$ cat config.mk
export PLATFORM = sky130hd
export DESIGN_NAME = ov7670_sccb_init
export DESIGN_NICKNAME = d
export VERILOG_FILES = /design/src/rtl/ov7670_pkg.sv /design/src/rtl/ov7670_reg_rom.sv /design/src/rtl/ov7670_sccb_init.sv
export SDC_FILE = /design/constraint.sdc
export NUM_CORES = 1
export LEC_CHECK = 0
export CORE_MARGIN = 1.5
export CORE_UTILIZATION = 40
export DETAILED_ROUTE_END_ITERATION = 8
export PLACE_DENSITY_LB_ADDON = 0.1
export SETUP_SLACK_MARGIN = 0.5
export SYNTH_ARGS = -nofsm -noshare
export SYNTH_HDL_FRONTEND = slang
export SYNTH_HIERARCHICAL = 1
export SYNTH_SLANG_ARGS = --single-unit
$ cat constraint.sdc
create_clock -name clk -period 3.67 [get_ports clk]
set_input_delay 0.9175 -clock clk [delete_from_list [all_inputs] [get_ports clk]]
set_output_delay 0.9175 -clock clk [all_outputs]
set_load 0.005 [all_outputs]
$ cat src/rtl/ov7670_pkg.sv
// Shared constants, FSM state type and SCCB frame builder for the OV7670 init sequencer.
package ov7670_pkg;

   localparam logic [7:0]  SCCB_ID_W  = 8'h42;
   localparam logic [15:0] ROM_END    = 16'hFFFF;
   localparam logic [7:0]  COM7_ADDR  = 8'h12;
   localparam logic [7:0]  COM7_SWRST = 8'h80;
   localparam int          FRAME_BITS = 27;

   typedef enum logic [2:0] {
      IDLE,
      LOAD,
      START,
      BITS,
      STOP,
      GAP,
      RSTWAIT,
      DONE
   } state_t;

   // Three bytes MSB-first, each followed by a released (1) don't-care/ACK slot.
   function automatic logic [FRAME_BITS-1:0] sccb_frame(input logic [15:0] entry);
      return {SCCB_ID_W, 1'b1, entry[15:8], 1'b1, entry[7:0], 1'b1};
   endfunction

endpackage

$ cat src/rtl/ov7670_reg_rom.sv
// {reg,val} init table with registered read. TABLE_SEL picks the production list (0)
// or small fixed lists: 1 = two entries, 2 = empty, 3 = no terminator.
module ov7670_reg_rom
   import ov7670_pkg::*;
#(
   parameter int ROM_AW    = 8,
   parameter int TABLE_SEL = 0
) (
   input  logic              clk,
   input  logic [ROM_AW-1:0] addr,
   output logic [15:0]       data
);

   localparam int DEPTH = 1 << ROM_AW;

   function automatic logic [15:0] table_entry(input int idx);
      logic [15:0] e;
      e = ROM_END;
      case (TABLE_SEL)
         1: begin
            case (idx)
               0:       e = 16'h1280;
               1:       e = 16'h1101;
               default: e = ROM_END;
            endcase
         end
         2: e = ROM_END;
         3: e = {8'h20, 8'(idx)};
         default: begin
            // RGB565 output, default clocking, colour matrix and window setup
            case (idx)
               0:       e = 16'h1204;
               1:       e = 16'h1100;
               2:       e = 16'h0C00;
               3:       e = 16'h3E00;
               4:       e = 16'h8C00;
               5:       e = 16'h0400;
               6:       e = 16'h40D0;
               7:       e = 16'h3A04;
               8:       e = 16'h1438;
               9:       e = 16'h4FB3;
               10:      e = 16'h50B3;
               11:      e = 16'h5100;
               12:      e = 16'h523D;
               13:      e = 16'h53A7;
               14:      e = 16'h54E4;
               15:      e = 16'h589E;
               16:      e = 16'h3DC0;
               17:      e = 16'h1711;
               18:      e = 16'h1861;
               19:      e = 16'h32A4;
               20:      e = 16'h1903;
               21:      e = 16'h1A7B;
               22:      e = 16'h030A;
               default: e = ROM_END;
            endcase
         end
      endcase
      return e;
   endfunction

   logic [15:0] rom_mem [DEPTH];
   logic [15:0] data_reg;

   for (genvar gi = 0; gi < DEPTH; gi++) begin : g_rom
      assign rom_mem[gi] = table_entry(gi);
   end

   always_ff @(posedge clk) begin
      data_reg <= rom_mem[addr];
   end

   assign data = data_reg;

endmodule

$ cat src/rtl/ov7670_sccb_init.sv
// OV7670 register-init sequencer: writes the ROM list over SCCB (ID, reg, val) after a
// start rising edge. Optional OV7670_SWRST_EN prefixes a COM7 soft reset plus 1 ms wait.
// GAP_CYCLES must be >= 2 (the LOAD cycle counts as one of the idle cycles).
module ov7670_sccb_init
   import ov7670_pkg::*;
#(
   parameter int CLK_HZ     = 50_000_000,
   parameter int SCCB_HZ    = 100_000,
   parameter int GAP_CYCLES = 500,
   parameter int ROM_AW     = 8,
   parameter int TABLE_SEL  = 0
) (
   input  logic              clk,
   input  logic              rst,
   input  logic              start,
   output logic              sioc,
   output logic              siod_oe,
   output logic              busy,
   output logic              done,
   output logic [ROM_AW-1:0] reg_idx
);

   localparam int Q_RAW = CLK_HZ / (4 * SCCB_HZ);
   localparam int Q     = (Q_RAW < 1) ? 1 : Q_RAW;
   localparam int QW    = (Q > 1) ? $clog2(Q) : 1;
`ifdef OV7670_SWRST_EN
   localparam int SWRST_CYCLES = (CLK_HZ / 1000 < 1) ? 1 : CLK_HZ / 1000;
   localparam int WAIT_MAX     = (SWRST_CYCLES > GAP_CYCLES) ? SWRST_CYCLES : GAP_CYCLES;
`else
   localparam int WAIT_MAX     = GAP_CYCLES;
`endif
   localparam int WW = $clog2(WAIT_MAX + 1);

   state_t                state_reg, state_next;
   logic [QW-1:0]         q_cnt_reg, q_cnt_next;
   logic [1:0]            qph_reg, qph_next;
   logic [4:0]            bit_cnt_reg, bit_cnt_next;
   logic [FRAME_BITS-1:0] shift_reg, shift_next;
   logic [WW-1:0]         wait_reg, wait_next;
   logic [ROM_AW-1:0]     reg_idx_reg, reg_idx_next;
   logic                  sioc_reg, sioc_next;
   logic                  siod_oe_reg, siod_oe_next;
   logic                  start_d_reg;
   logic                  start_rise;
   logic                  q_tick;
   logic [15:0]           rom_data;
   logic [15:0]           entry;
`ifdef OV7670_SWRST_EN
   logic                  swrst_pend_reg, swrst_pend_next;
`endif

   // Addressed with the next index so the registered data matches reg_idx_reg in LOAD.
   ov7670_reg_rom #(
      .ROM_AW    (ROM_AW),
      .TABLE_SEL (TABLE_SEL)
   ) u_rom (
      .clk  (clk),
      .addr (reg_idx_next),
      .data (rom_data)
   );

`ifdef OV7670_SWRST_EN
   assign entry = swrst_pend_reg ? {COM7_ADDR, COM7_SWRST} : rom_data;
`else
   assign entry = rom_data;
`endif

   assign start_rise = start & ~start_d_reg;
   assign q_tick     = (q_cnt_reg == QW'(Q - 1));

   always_comb begin
      state_next   = state_reg;
      q_cnt_next   = '0;
      qph_next     = qph_reg;
      bit_cnt_next = bit_cnt_reg;
      shift_next   = shift_reg;
      wait_next    = wait_reg;
      reg_idx_next = reg_idx_reg;
      sioc_next    = 1'b1;
      siod_oe_next = 1'b0;
`ifdef OV7670_SWRST_EN
      swrst_pend_next = swrst_pend_reg;
`endif
      if (state_reg inside {START, BITS, STOP}) begin
         q_cnt_next = q_tick ? '0 : q_cnt_reg + 1'b1;
      end
      unique case (state_reg)
         IDLE: begin
            if (start_rise) begin
               state_next = LOAD;
`ifdef OV7670_SWRST_EN
               swrst_pend_next = 1'b1;
`endif
            end
         end
         LOAD: begin
            if (entry == ROM_END) begin
               state_next = DONE;
            end else begin
               shift_next = sccb_frame(entry);
               qph_next   = '0;
               state_next = START;
            end
         end
         START: begin
            siod_oe_next = 1'b1;
            if (q_tick) begin
               qph_next = qph_reg + 1'b1;
               if (qph_reg == 2'd1) begin
                  qph_next     = '0;
                  bit_cnt_next = '0;
                  state_next   = BITS;
               end
            end
         end
         BITS: begin
            sioc_next    = (qph_reg == 2'd1) || (qph_reg == 2'd2);
            siod_oe_next = ~shift_reg[FRAME_BITS-1];
            if (q_tick) begin
               qph_next = qph_reg + 1'b1;
               if (qph_reg == 2'd3) begin
                  shift_next   = shift_reg << 1;
                  bit_cnt_next = bit_cnt_reg + 1'b1;
                  if (bit_cnt_reg == 5'(FRAME_BITS - 1)) begin
                     state_next = STOP;
                  end
               end
            end
         end
         STOP: begin
            siod_oe_next = (qph_reg == 2'd0);
            if (q_tick) begin
               qph_next = qph_reg + 1'b1;
               if (qph_reg == 2'd1) begin
                  qph_next   = '0;
                  wait_next  = '0;
                  state_next = GAP;
`ifdef OV7670_SWRST_EN
                  if (swrst_pend_reg) begin
                     state_next      = RSTWAIT;
                     swrst_pend_next = 1'b0;
                  end
`endif
               end
            end
         end
         GAP: begin
            if (wait_reg == WW'(GAP_CYCLES - 2)) begin
               // A full list without terminator stops here instead of wrapping.
               if (reg_idx_reg == '1) begin
                  state_next = DONE;
               end else begin
                  reg_idx_next = reg_idx_reg + 1'b1;
                  state_next   = LOAD;
               end
            end else begin
               wait_next = wait_reg + 1'b1;
            end
         end
`ifdef OV7670_SWRST_EN
         RSTWAIT: begin
            if (wait_reg == WW'(SWRST_CYCLES - 1)) begin
               state_next = LOAD;
            end else begin
               wait_next = wait_reg + 1'b1;
            end
         end
`endif
         default: ;
      endcase
   end

   always_ff @(posedge clk) begin
      start_d_reg <= start;
   end

   always_ff @(posedge clk) begin
      if (rst) begin
         state_reg   <= IDLE;
         q_cnt_reg   <= '0;
         qph_reg     <= '0;
         bit_cnt_reg <= '0;
         shift_reg   <= '0;
         wait_reg    <= '0;
         reg_idx_reg <= '0;
         sioc_reg    <= 1'b1;
         siod_oe_reg <= 1'b0;
`ifdef OV7670_SWRST_EN
         swrst_pend_reg <= 1'b0;
`endif
      end else begin
         state_reg   <= state_next;
         q_cnt_reg   <= q_cnt_next;
         qph_reg     <= qph_next;
         bit_cnt_reg <= bit_cnt_next;
         shift_reg   <= shift_next;
         wait_reg    <= wait_next;
         reg_idx_reg <= reg_idx_next;
         sioc_reg    <= sioc_next;
         siod_oe_reg <= siod_oe_next;
`ifdef OV7670_SWRST_EN
         swrst_pend_reg <= swrst_pend_next;
`endif
      end
   end

   assign sioc    = sioc_reg;
   assign siod_oe = siod_oe_reg;
   assign busy    = (state_reg != IDLE) && (state_reg != DONE);
   assign done    = (state_reg == DONE);
   assign reg_idx = reg_idx_reg;

endmodule
==> flow_metrics.env <==
export IMPL_cts_inserted_buffers=9
export IMPL_die_width_um=105.9
export IMPL_synth_top_cell_area_share_pct=37.84
export IMPL_io_pins=15
export IMPL_setup_viol=0
export IMPL_crit_path_end_kind="register"
export IMPL_cts_tree="done"
export IMPL_post_route_cells_drive_above_1_share_pct=8.846
export IMPL_fin_ws_ns=0.7375
export IMPL_cts_root_buf="clkbuf_8"
export IMPL_finClkSkew_ns=0.01933
export IMPL_r2r_start="reg_idx[0]$_SDFF_PP0_"
export IMPL_fin_hold_ws_ns=0.4588
export IMPL_cts_sinks=80
export IMPL_required_ns=3.95
export IMPL_synth_warnings=6
export IMPL_dp_hpwl_um=6316
export IMPL_dr_total_vias=3566
export IMPL_first_iter_violations=177
export IMPL_gp_congestion=0.8366
export IMPL_hold_depth=2
export IMPL_wl_met1_um=4758
export IMPL_power_leakage_nw=1.719
export IMPL_synth_common_cells="dfxtp_1, nand2_1, nor2_1"
export IMPL_fin_cells=656
export IMPL_port_buffers=14
export IMPL_grt_max_degree=33
export IMPL_dp_worst_setup_slack_ns=0.6803
export IMPL_antenna_found_initial=0
export IMPL_nets=541
export IMPL_path_clk_slew_ns=0.09
export IMPL_rrSetupSlack_ns=0.74
export IMPL_grt_overflow_total=0
export IMPL_ant_nets=0
export IMPL_netlist_area_um2=4233
export IMPL_yosysMostFrequentCell="dfxtp_1"
export IMPL_max_freq_ghz=0.3410
export IMPL_core_area_um2=10280
export IMPL_wl_met3_um=343
export IMPL_synth_main_ff_cell="dfxtp_1"
export IMPL_vias_per_cell=5.436
export IMPL_synthArstFlopShare_pct=0
export IMPL_syn_avg_cell_area_um2=8.382
export IMPL_outcome="finished, final reports clean"
export IMPL_arrival_ns=3.21
export IMPL_dr_wl_met2_um=3942
export IMPL_vdd_drop_max_mv=0.1927
export IMPL_synth_cells=505
export IMPL_rows=37
export IMPL_r2r_end="u_rom/data[11]$_SDFF_PN1_"
export IMPL_tightestPinTransition_ns=0.6666
export IMPL_die_area_um2=11210
export IMPL_synth_edf_count=0
export IMPL_wirelength_um=9167
export IMPL_finalMaxSlewViolations=0
export IMPL_largest_reg_flops=27
export IMPL_dr_pass1_iters=4
export IMPL_cts_htree_levels=3
export IMPL_min_period_ns=2.932
export IMPL_num_antenna_cells=0
export IMPL_min_delay_start="shift_reg[20]$_SDFFE_PP0P_"
export IMPL_track_usage_pct=17.10
export IMPL_min_to="shift_reg[21]$_SDFFE_PP0P_"
export IMPL_cp_start_kind="register"
export IMPL_ys_seq_elements=80
export IMPL_clockBufferDepth=2
export IMPL_ys_types=61
export IMPL_syn_nets=531
export IMPL_fillCellCount=1032
export IMPL_synth_largest_area_cell="dfxtp_1"
export IMPL_period_share_pct=79.90
export IMPL_grt_pass1_wl_um=15520
export IMPL_worstSkewPairLatency_ns=0.35
export IMPL_crit_type="register to register"
export IMPL_routed_top_layer="met4"
export IMPL_area_growth_pct=11.85
export IMPL_grt_pass1_vias=3240
export IMPL_start_util_pct=41.19
export IMPL_hold_viol=0
export IMPL_fin_setup_tns_ns=0
export IMPL_hold_path_class="register to register"
export IMPL_ys_seq_area_share_pct=37.84
export IMPL_rsz0062_at_grt="false"
export IMPL_place_area_um2=4469
export IMPL_cap_violations=0
export IMPL_r2r_cells=10
export IMPL_drt_wirelength_per_cell_um=13.97
export IMPL_powerDensity_nw_per_um2=505.2
export IMPL_slew_headroom_pct=55.47
export IMPL_dpl_cell_count=635
export IMPL_design_area_um2=4735
export IMPL_drc=0
export IMPL_chipHeight_um=105.9
export IMPL_path_max_fanout=8
export IMPL_synthTopCellsByArea="dfxtp_1, ha_1, nand2_1"
through the flow:
step	util, %	total power (W)
floorplan	-	0.001551
global route	46.07	0.002540
finish	46.07	0.002392
CTS	45.64	0.002409
detailed placement	43.49	0.001683
global placement	43.49	0.001672
cell type report:
cell class	instances	area [µm²]	area share (%)
clock buffers	11	141.4	2.986
inverters	21	78.83	1.665
multi-input cells	373	2402	50.74
clock inverters	5	80.08	1.691
well taps	136	170.2	3.594
flip-flops and latches	80	1602	33.83
repair buffers	30	260.3	5.497
worst max-delay path: stages (launching register included):
cell and delay [ns]:
dfxtp_1 0.40, ha_1 0.20, and4_1 0.22, nand4_1 0.22, and2_1 0.27, xor2_1 0.14, buf_4 0.17, inv_1 0.23
ha_1 0.36, mux4_2 0.51, o211ai_2 0.14
logic make-up after synthesis:
family	Yosys count	synth area share, %
AO/OA/AOI/OAI	112	18.30
XOR/XNOR	17	3.518
adder cells (fa/ha/maj)	23	6.799
buffers and inverters	52	5.734
flip-flops	80	37.84
multiplexers	12	3.252
AND/OR/NAND/NOR	209	24.56
report_power, final:
part / leakage [nW] / switching (W) / internal [W]
Combinational: 0.964 / 0.000348 / 0.000255
Clock: 0.106 / 0.000323 / 0.000401
Sequential: 0.649 / 0.0000793 / 0.000985
Total: 1.72 / 0.000750 / 0.00164
timing repair:
| item | CTS | global route |
|---|---|---|
| setup endpoints to repair | 0 | 5 |
| resized for setup | 0 | 1 |
| hold buffers | 0 | 0 |
| buffers inserted | 0 | 5 |
per-layer routing:
layer / global-route usage (%) / up-vias
met4: 5.502 / 0
met1: 23.88 / 1685
li1: - / 1806
met2: 25.51 / 65
met3: 4.638 / 10
met5: 0 / -
worst max-delay path by stage:
stage / startpoint / endpoint / slack (ns)
after floorplan: reg_idx[0]$_SDFF_PP0_ / u_rom/data[11]$_SDFF_PN1_ / 0.81
after global placement: state_reg[1]$_SDFFE_PP0P_ / u_rom/data[11]$_SDFF_PN1_ / 0.72
after detailed placement: state_reg[1]$_SDFFE_PP0P_ / u_rom/data[11]$_SDFF_PN1_ / 0.68
after CTS: state_reg[1]$_SDFFE_PP0P_ / u_rom/data[11]$_SDFF_PN1_ / 0.65
after global routing: wait_reg[1]$_SDFFE_PP0P_ / u_rom/data[11]$_SDFF_PN1_ / 0.53
final: reg_idx[0]$_SDFF_PP0_ / u_rom/data[11]$_SDFF_PN1_ / 0.74
placed cells by master, fill, tap and decap left out, types with 10 or more instances in the layout:
cell             count
xnor2_1             12
a311oi_1            20
nor2_1              58
o21ai_0             22
nor3_1              14
nor2b_1             13
inv_1               19
clkbuf_8            10
clkdlybuf4s50_1     14
nand2_1             59
ha_1                23
nand4_1             13
a21oi_1             30
dfxtp_1             80
nand3_1             17
buf_4               16
Power figures use the tool's default switching activity.
